[src/rtl/fpu_bus_initiator_if.sv]
// rtl/fpu_bus_initiator_if.sv - command/response and peripheral bus bundle for fpu_bus_initiator
interface fpu_bus_initiator_if;
    logic        cmd_valid;
    logic        cmd_ready;
    logic [2:0]  cmd_op;
    logic [15:0] cmd_a;
    logic [15:0] cmd_b;
    logic        rsp_valid;
    logic        rsp_ready;
    logic [15:0] rsp_result;
    logic [1:0]  rsp_err;
    logic [5:0]  p_address;
    logic [31:0] p_wdata;
    logic [1:0]  p_data_write_n;
    logic [1:0]  p_data_read_n;
    logic [31:0] p_rdata;
    logic        p_data_ready;

    // master: the initiator block itself; slave: command source, response sink and peripheral
    modport master (
        input  cmd_valid, cmd_op, cmd_a, cmd_b, rsp_ready, p_rdata, p_data_ready,
        output cmd_ready, rsp_valid, rsp_result, rsp_err,
               p_address, p_wdata, p_data_write_n, p_data_read_n
    );

    modport slave (
        output cmd_valid, cmd_op, cmd_a, cmd_b, rsp_ready, p_rdata, p_data_ready,
        input  cmd_ready, rsp_valid, rsp_result, rsp_err,
               p_address, p_wdata, p_data_write_n, p_data_read_n
    );
endinterface

[src/rtl/fpu_bus_initiator.sv]
// rtl/fpu_bus_initiator.sv - drives one half-float op through a peripheral FPU: write A, write B, poll ready, read result
module fpu_bus_initiator #(
    parameter int unsigned TIMEOUT_CYCLES = 64,
    parameter logic [5:0]  RESULT_ADDR    = 6'h0C
) (
    input  logic                 clk,
    input  logic                 rst_n,
    fpu_bus_initiator_if.master  bus
);

    typedef enum logic [2:0] {
        S_IDLE,
        S_WR_A,
        S_WR_B,
        S_WAIT,
        S_RD,
        S_RESP
    } state_e;

    localparam logic [15:0] CNT_LAST = 16'(TIMEOUT_CYCLES - 1);
    localparam logic [1:0]  ERR_OK   = 2'b00;
    localparam logic [1:0]  ERR_TMO  = 2'b01;
    localparam logic [1:0]  ERR_OP   = 2'b10;

    state_e      state_q, state_d;
    logic [2:0]  op_q, op_d;
    logic [15:0] a_q, a_d;
    logic [15:0] b_q, b_d;
    logic [15:0] cnt_q, cnt_d;
    logic [15:0] result_q, result_d;
    logic [1:0]  err_q, err_d;

    logic unused_rdata_hi;
    assign unused_rdata_hi = ^bus.p_rdata[31:16];

    always_ff @(posedge clk or negedge rst_n) begin
        if (!rst_n) begin
            state_q  <= S_IDLE;
            op_q     <= 3'd0;
            a_q      <= 16'd0;
            b_q      <= 16'd0;
            cnt_q    <= 16'd0;
            result_q <= 16'd0;
            err_q    <= ERR_OK;
        end else begin
            state_q  <= state_d;
            op_q     <= op_d;
            a_q      <= a_d;
            b_q      <= b_d;
            cnt_q    <= cnt_d;
            result_q <= result_d;
            err_q    <= err_d;
        end
    end

    always_comb begin
        state_d  = state_q;
        op_d     = op_q;
        a_d      = a_q;
        b_d      = b_q;
        cnt_d    = cnt_q;
        result_d = result_q;
        err_d    = err_q;
        case (state_q)
            S_IDLE: begin
                if (bus.cmd_valid) begin
                    op_d = bus.cmd_op;
                    a_d  = bus.cmd_a;
                    b_d  = bus.cmd_b;
                    // invalid ops are answered without touching the peripheral
                    if (bus.cmd_op > 3'd2) begin
                        result_d = 16'd0;
                        err_d    = ERR_OP;
                        state_d  = S_RESP;
                    end else begin
                        state_d  = S_WR_A;
                    end
                end
            end
            S_WR_A: state_d = S_WR_B;
            S_WR_B: begin
                cnt_d   = 16'd0;
                state_d = S_WAIT;
            end
            S_WAIT: begin
                // ready takes priority over a coincident timeout
                if (bus.p_data_ready) begin
                    state_d = S_RD;
                end else if (cnt_q == CNT_LAST) begin
                    result_d = 16'd0;
                    err_d    = ERR_TMO;
                    state_d  = S_RESP;
                end else begin
                    cnt_d = cnt_q + 16'd1;
                end
            end
            S_RD: begin
                result_d = bus.p_rdata[15:0];
                err_d    = ERR_OK;
                state_d  = S_RESP;
            end
            S_RESP: begin
                if (bus.rsp_ready) state_d = S_IDLE;
            end
            default: state_d = S_IDLE;
        endcase
    end

    always_comb begin
        bus.cmd_ready      = 1'b0;
        bus.rsp_valid      = 1'b0;
        bus.rsp_result     = result_q;
        bus.rsp_err        = err_q;
        bus.p_address      = 6'd0;
        bus.p_wdata        = 32'd0;
        bus.p_data_write_n = 2'b11;
        bus.p_data_read_n  = 2'b11;
        case (state_q)
            // gated by rst_n so no command is offered while reset is held
            S_IDLE: bus.cmd_ready = rst_n;
            S_WR_A: begin
                bus.p_address      = {1'b0, op_q, 2'b00};
                bus.p_wdata        = {16'h0, a_q};
                bus.p_data_write_n = 2'b01;
            end
            S_WR_B: begin
                bus.p_address      = {1'b0, op_q, 2'b01};
                bus.p_wdata        = {16'h0, b_q};
                bus.p_data_write_n = 2'b01;
            end
            S_RD: begin
                bus.p_address     = RESULT_ADDR;
                bus.p_data_read_n = 2'b01;
            end
            S_RESP:  bus.rsp_valid = 1'b1;
            default: ;
        endcase
    end

endmodule

[src/flat_wrapper.sv]
// flat-port wrapper written by rule: the top's interface ports become plain ports
module fpu_bus_initiator_flat 
#(
    parameter int unsigned TIMEOUT_CYCLES = 64,
    parameter logic [5:0]  RESULT_ADDR    = 6'h0C
)
  (clk, rst_n, bus_cmd_valid, bus_cmd_op, bus_cmd_a, bus_cmd_b, bus_rsp_ready, bus_p_rdata, bus_p_data_ready, bus_cmd_ready, bus_rsp_valid, bus_rsp_result, bus_rsp_err, bus_p_address, bus_p_wdata, bus_p_data_write_n, bus_p_data_read_n);
  fpu_bus_initiator_if bus_i ();
  input  logic clk;
  input  logic rst_n;
  input wire logic [$bits(bus_i.cmd_valid)-1:0] bus_cmd_valid;
  input wire logic [$bits(bus_i.cmd_op)-1:0] bus_cmd_op;
  input wire logic [$bits(bus_i.cmd_a)-1:0] bus_cmd_a;
  input wire logic [$bits(bus_i.cmd_b)-1:0] bus_cmd_b;
  input wire logic [$bits(bus_i.rsp_ready)-1:0] bus_rsp_ready;
  input wire logic [$bits(bus_i.p_rdata)-1:0] bus_p_rdata;
  input wire logic [$bits(bus_i.p_data_ready)-1:0] bus_p_data_ready;
  output wire logic [$bits(bus_i.cmd_ready)-1:0] bus_cmd_ready;
  output wire logic [$bits(bus_i.rsp_valid)-1:0] bus_rsp_valid;
  output wire logic [$bits(bus_i.rsp_result)-1:0] bus_rsp_result;
  output wire logic [$bits(bus_i.rsp_err)-1:0] bus_rsp_err;
  output wire logic [$bits(bus_i.p_address)-1:0] bus_p_address;
  output wire logic [$bits(bus_i.p_wdata)-1:0] bus_p_wdata;
  output wire logic [$bits(bus_i.p_data_write_n)-1:0] bus_p_data_write_n;
  output wire logic [$bits(bus_i.p_data_read_n)-1:0] bus_p_data_read_n;
  assign bus_i.cmd_valid = bus_cmd_valid;
  assign bus_i.cmd_op = bus_cmd_op;
  assign bus_i.cmd_a = bus_cmd_a;
  assign bus_i.cmd_b = bus_cmd_b;
  assign bus_i.rsp_ready = bus_rsp_ready;
  assign bus_i.p_rdata = bus_p_rdata;
  assign bus_i.p_data_ready = bus_p_data_ready;
  assign bus_cmd_ready = bus_i.cmd_ready;
  assign bus_rsp_valid = bus_i.rsp_valid;
  assign bus_rsp_result = bus_i.rsp_result;
  assign bus_rsp_err = bus_i.rsp_err;
  assign bus_p_address = bus_i.p_address;
  assign bus_p_wdata = bus_i.p_wdata;
  assign bus_p_data_write_n = bus_i.p_data_write_n;
  assign bus_p_data_read_n = bus_i.p_data_read_n;
  fpu_bus_initiator #(.TIMEOUT_CYCLES(TIMEOUT_CYCLES), .RESULT_ADDR(RESULT_ADDR)) u_core (.clk(clk), .rst_n(rst_n), .bus(bus_i));
endmodule
[config.mk]
export PLATFORM = sky130hd
export DESIGN_NAME = fpu_bus_initiator_flat
export DESIGN_NICKNAME = d
export VERILOG_FILES = /design/src/rtl/fpu_bus_initiator_if.sv /design/src/rtl/fpu_bus_initiator.sv /design/src/flat_wrapper.sv
export SDC_FILE = /design/constraint.sdc
export NUM_CORES = 1
export LEC_CHECK = 0
export BUFFER_PORTS_ARGS = -buffer_cell sky130_fd_sc_hd__buf_4
export CAP_MARGIN = 20
export CORE_ASPECT_RATIO = 0.6
export CORE_MARGIN = 5
export CORE_UTILIZATION = 45
export DETAILED_ROUTE_END_ITERATION = 6
export GPL_TIMING_DRIVEN = 1
export PLACE_DENSITY = 0.8
export SLEW_MARGIN = 10
export SYNTH_ARGS = -nofsm -noshare
export SYNTH_HDL_FRONTEND = slang
export SYNTH_SLANG_ARGS = --single-unit
[constraint.sdc]
create_clock -name clk -period 3 [get_ports clk]
set_clock_uncertainty 0.2 [all_clocks]
set_input_delay 0.3 -clock clk [delete_from_list [all_inputs] [get_ports clk]]
set_output_delay 0.3 -clock clk [all_outputs]
set_load 0.01 [all_outputs]
; ---- Word level (Yosys, flattened, before mapping)
; Index checks and enable logic that the tools add are counted.
[totals]
latchBits = 0
romBits = 0
word_cells = 55
ramBits = 0
memories = 0
out_inout_bits = 62
reg_bits = 72
[classes]
eq_ne = 13
shifts = 0
bitwise = 0
order_cmp = 1
mux = 25
div = 0
multipliers = 0
addsub = 1
reduce_logical = 8
[ops]
columns = cell, n
row1 = $mux W16, 6
row2 = $pmux W16 S2, 2
row3 = $pmux W16 S3, 1
row4 = $pmux W3 S6, 1
row5 = $add A16 B1 Y16 const B, 1
row6 = $eq A16 B6 Y1 const B, 1
row7 = $mux W3, 5
row8 = $pmux W5 S3, 1
row9 = $mux W2, 6
row10 = $ne A2 B2 Y1 const B, 4
row11 = $eq A3 B2 Y1 const B, 2
row12 = $eq A3 B3 Y1 const B, 2
row13 = $pmux W2 S3, 1
row14 = $reduce_and A3 Y1, 2
row15 = $reduce_and A5 Y1, 1
row16 = $ne A2 B1 Y1 const B, 2
row17 = $eq A3 B1 Y1 const B, 1
row18 = $gt A3 B2 Y1 const B, 1
row19 = $logic_not A3 Y1, 1
row20 = $ne A3 B2 Y1 const B, 1
row21 = $reduce_bool A3 Y1, 1
row22 = $mux W1, 2
row23 = $reduce_and A2 Y1, 1
row24 = $reduce_bool A2 Y1, 1
row25 = $reduce_or A2 Y1, 1

; ---- Longest topological paths before layout
[depth]
depth_word = 4
ltp_mapped = 6
depth_no_buf = 5

; ---- Worst setup path before layout
; No wires, ideal clock.
[synth_timing]
kind = register to register
startpoint = reg u_core.cnt_q[0]
endpoint = reg u_core.result_q[10], in the netlist u_core.bus.rsp_result[10]
synth_period_minus_slack_ps = 2079
n_path_buf = 1
arrival_time_ps = 1758
slack_ps = 921
path_stages_with_launch = 7
path_cell_list = dfrtp_1 > ha_1 > nor4b_1 > and4_4 > o221ai_2 > buf_6 > a22o_1
[synth_between]
elab_chain_cells = 3
[synth_rtl]
columns = item, line
row1 = from (decl), fpu_bus_initiator.sv:29  ; logic [15:0] cnt_q, cnt_d;
row2 = from (signal assigned), fpu_bus_initiator.sv:50  ; cnt_q <= cnt_d;
row3 = $eq A16 B6 Y1, fpu_bus_initiator.sv:89  ; end else if (cnt_q == CNT_LAST) begin
row4 = $ne A2 B1 Y1 (no source line), -
row5 = $reduce_and A5 Y1 (no source line), -
row6 = to (signal assigned), fpu_bus_initiator.sv:51  ; result_q <= result_d;
row7 = to (decl), fpu_bus_initiator.sv:30  ; logic [15:0] result_q, result_d;
; Every way passes these cells.
; A chain may end at the register's enable or synchronous reset.

; ---- Final worst setup path
[layout_timing]
startpoint = reg u_core.state_q[1]
endpoint = out bus_p_wdata[6]
[layout_between]
elab_chain_cells = 2
word_cells_on_any_way = 3
cone_classes = eq/ne (2) / mux (1)
[layout_rtl]
columns = item, line
row1 = from (decl), fpu_bus_initiator.sv:25  ; state_e state_q, state_d;
row2 = from (signal assigned), fpu_bus_initiator.sv:46  ; state_q <= state_d;
row3 = $eq A3 B2 Y1 / $eq A3 B1 Y1 (equally long branches), fpu_bus_initiator.sv:118  ; case (state_q)
row4 = $pmux W16 S2 (*), fpu_bus_initiator.sv:118
row5 = to (decl), flat_wrapper.sv:23  ; output wire logic [$bits(bus_i.p_wdata)-1:0] bus_p_wdata;
; Mark *: on every way between the ends. The rest lies on a longest branch, timed or not.

==> impl_metrics.csv <==
group,metric,value,unit
logic_synthesis,yosysMostFrequentCell,"dfrtp_1",
power,power.internal,0.00300,W
layout,drive_gt1_share,38.1,%
logic_synthesis,muxShareOfSynthArea,12.5,%
timing,slew_headroom,43.0,%
timing,hold_violations,0,
global_route,grt_busiest_layer,"met2",
power,ir_drop,0.543,mV
cts,clock-sinks,72,
logic_synthesis,yosys.area_share.adder,0.359,%
power,power.density,901,mW/mm²
critical_path,worstPathArrival,2.27,ns
logic_synthesis,synth_top_area_share,51.7,%
power,p_comb_share,38.5,%
logic_synthesis,syn_area,0.00348,mm²
global_route,grt_usage,19.6,%
logic_synthesis,synth.avg_cell_area,12.1,µm²
logic_synthesis,synth_xor_area_share,0.252,%
floorplanning,rows,24,
logic_synthesis,synth_top_family_by_area,"compound AO/OA/AOI/OAI gates",
routing,drt_drc_violations_left,0,
routing,routed_wirelength,8910,µm
global_route,antenna_found_initial,0,
run,maxCapViolCount,0,
timing,worst_pin_slew,0.854,ns
placed_design,dp_hpwl,5940,µm
power,sw_frac_of_total,32.3,%
logic_synthesis,synthArstFlopShare,100,%
routing,first_pass_iters,4,
power,p_seq_share,35.7,%
hold_path,worstHoldPathType,"in -> reg",
floorplanning,die-area,0.00966,mm²
power,p_switching,0.00143,W
status,outcome,"completed",
floorplanning,die_h,78.1,µm
cts,clk_pin_slew,0.05,ns
placed_design,routabilityCongestion,0.810,
logic_synthesis,synth-main-ff-cell,"dfrtp_1",
floorplanning,fp.coreArea,0.00739,mm²
timing,period_needed,2.77,ns
timing,whs,0.0132,ns
timing,rsz0062_at_grt,"false",
floorplanning,fp.dieW,124,µm
timing,tns,0,ns
cts,max-clock-path-buffers,2,
routing,vias,2739,
critical_path,start_kind,"flip-flop",
power,power_frac_clock,25.9,%
global_route,grt_pass1_wl,14800,µm
routing,drt_iter0_drc,178,
global_route,grt_pass1_vias,2915,
layout,area_growth,41.4,%
placed_design,port_buffers,97,
logic_synthesis,synth_seq_cells,72,
logic_synthesis,synth_common_cells,"dfrtp_1, mux2_2, a22o_1",
logic_synthesis,synth_seq_area_share,51.7,%
cts,hold_buffers,44,
critical_path,cp_max_fo,26,
logic_synthesis,synth_compound_area_share,15.0,%
layout,utilization,66.7,%
layout,final_cells,534,
routing,wl_per_cell,16.7,µm
routing,drtAntennaViolNets,0,
critical_path,cp.required,2.50,ns
logic_synthesis,yosysUniqueCellTypes,47,
global_route,gr-total-overflow,0,
logic_synthesis,synth_area_leader_cell,"dfrtp_1",
global_route,met1_usage,24.4,%
cts,cts_resized,0,
logic_synthesis,synthSimpleGateAreaFrac,11.2,%
routing,avgViaCountPerCell,5.13,
logic_synthesis,synth_warnings,0,
logic_synthesis,netlist_top_cells_area,"dfrtp_1, mux2_2, a22o_1, buf_4, buf_6",
timing,clock.fmax,361,MHz
cts,cts_tree,"built",
logic_synthesis,synth-edff-count,0,
timing,final_min_period_over_clock_period,92.3,%
placed_design,dp_cells,474,
floorplanning,start_util,47.1,%
critical_path,crit_type,"reg -> out",
timing,drv_slew,0,
power,power,0.00444,W
floorplanning,ios,134,
layout,antennaDiodeCount,0,
global_route,grtUsageMet2,31.3,%
layout,fin_nets,498,
global_route,met3_usage,8.41,%
cts,numCtsBuffers,9,
cts,cts-htree-levels,3,
timing,setup_violations,0,
power,leakage,2.32,nW
cts,root_buffer,"clkbuf_16",
critical_path,cp-end-kind,"primary output",
cts,cts_setup_buffers,0,
logic_synthesis,syn_inst,288,
cts,clk_latency,0.33,ns
global_route,grt_max_degree,52,
state kept, by name (all words and copies together) (netlist names):
| signal | flops |
|---|---|
| u_core.bus.rsp_err | 2 |
| u_core.cnt_q | 16 |
| u_core.a_q | 16 |
| u_core.op_q | 3 |
| u_core.state_q | 3 |
| u_core.bus.rsp_result | 16 |
| u_core.b_q | 16 |
final cells by class:
cell class,count,area (µm²)
multi-input combinational,190,1440
clock inverter,5,80.1
timing repair buffer,145,1200
clock buffer,11,243
fill,570,2460
inverter,7,27.5
tap,104,130
sequential,72,1800
layout by cell type (no fill, tap or decap), types with 3 or more instances in the layout:
cell	netlist	routed
nand3_1	6	6
dlygate4sd3_1	0	44
o31ai_1	4	4
conb_1	2	20
inv_1	6	6
dfrtp_1	72	72
buf_4	25	101
mux2i_1	4	4
a22o_1	33	33
and2_1	5	5
or3_1	3	3
o21ai_0	8	8
nand4_1	3	3
nor3_1	6	6
nand2_1	14	14
a21oi_1	9	9
mux2_2	35	35
o211ai_1	3	3
clkbuf_16	0	9
nor2_1	6	6
metrics by stage:
stage	instance area (µm²)	setup slack [ns]
2_1_floorplan	3550	0.921
3_3_place_gp	4160	0.560
3_5_place_dp	4160	0.504
4_1_cts	4920	0.222
5_1_grt	4920	0.136
6_report	4920	0.230
logic make-up after synthesis:
group           Yosys count
flops                    72
compound gates           68
fa+ha+maj                 1
simple gates             61
other cells               2
buf+inv                  44
xor+xnor                  1
mux                      39
power groups by stage:
stage / Combinational [W] / Sequential (W) / Clock (W)
after CTS: 0.00173 / 0.00158 / 0.00117
after floorplan: 0.00112 / 0.00153 / 0
after global routing: 0.00187 / 0.00163 / 0.00122
final: 0.00171 / 0.00158 / 0.00115
after detailed placement: 0.00167 / 0.00159 / 0
after global placement: 0.00163 / 0.00157 / 0
critical path, cell delays in order (launching register included):
cell	delay (ns)
dfrtp_1	0.59
or3b_2	0.64
clkinv_2	0.36
a22o_1	0.21
buf_4	0.13
final timing paths:
kind,from,to,slack [ns],depth (start not counted)
max,u_core.state_q[1],bus_p_wdata[6],0.23,4
min,bus_cmd_b[9],u_core.b_q[9],0.01,2
max reg2reg,u_core.cnt_q[0],u_core.bus.rsp_err[1],0.45,5
min reg2reg,u_core.bus.rsp_result[9],u_core.bus.rsp_result[9],0.30,1
max in group asynchronous,rst_n,u_core.b_q[13],1.48,3
min in group asynchronous,rst_n,u_core.bus.rsp_result[2],0.20,2
layer usage:
layer | up-vias | wire (µm) | share of wire [%]
li1 | 1292 | - | -
met1 | 1338 | 3700 | 42
met2 | 96 | 4250 | 48
met3 | 13 | 831 | 9.3
met4 | 0 | 121 | 1.4
met5 | - | 0 | 0
Note: power is estimated with default switching activity, not from simulation.
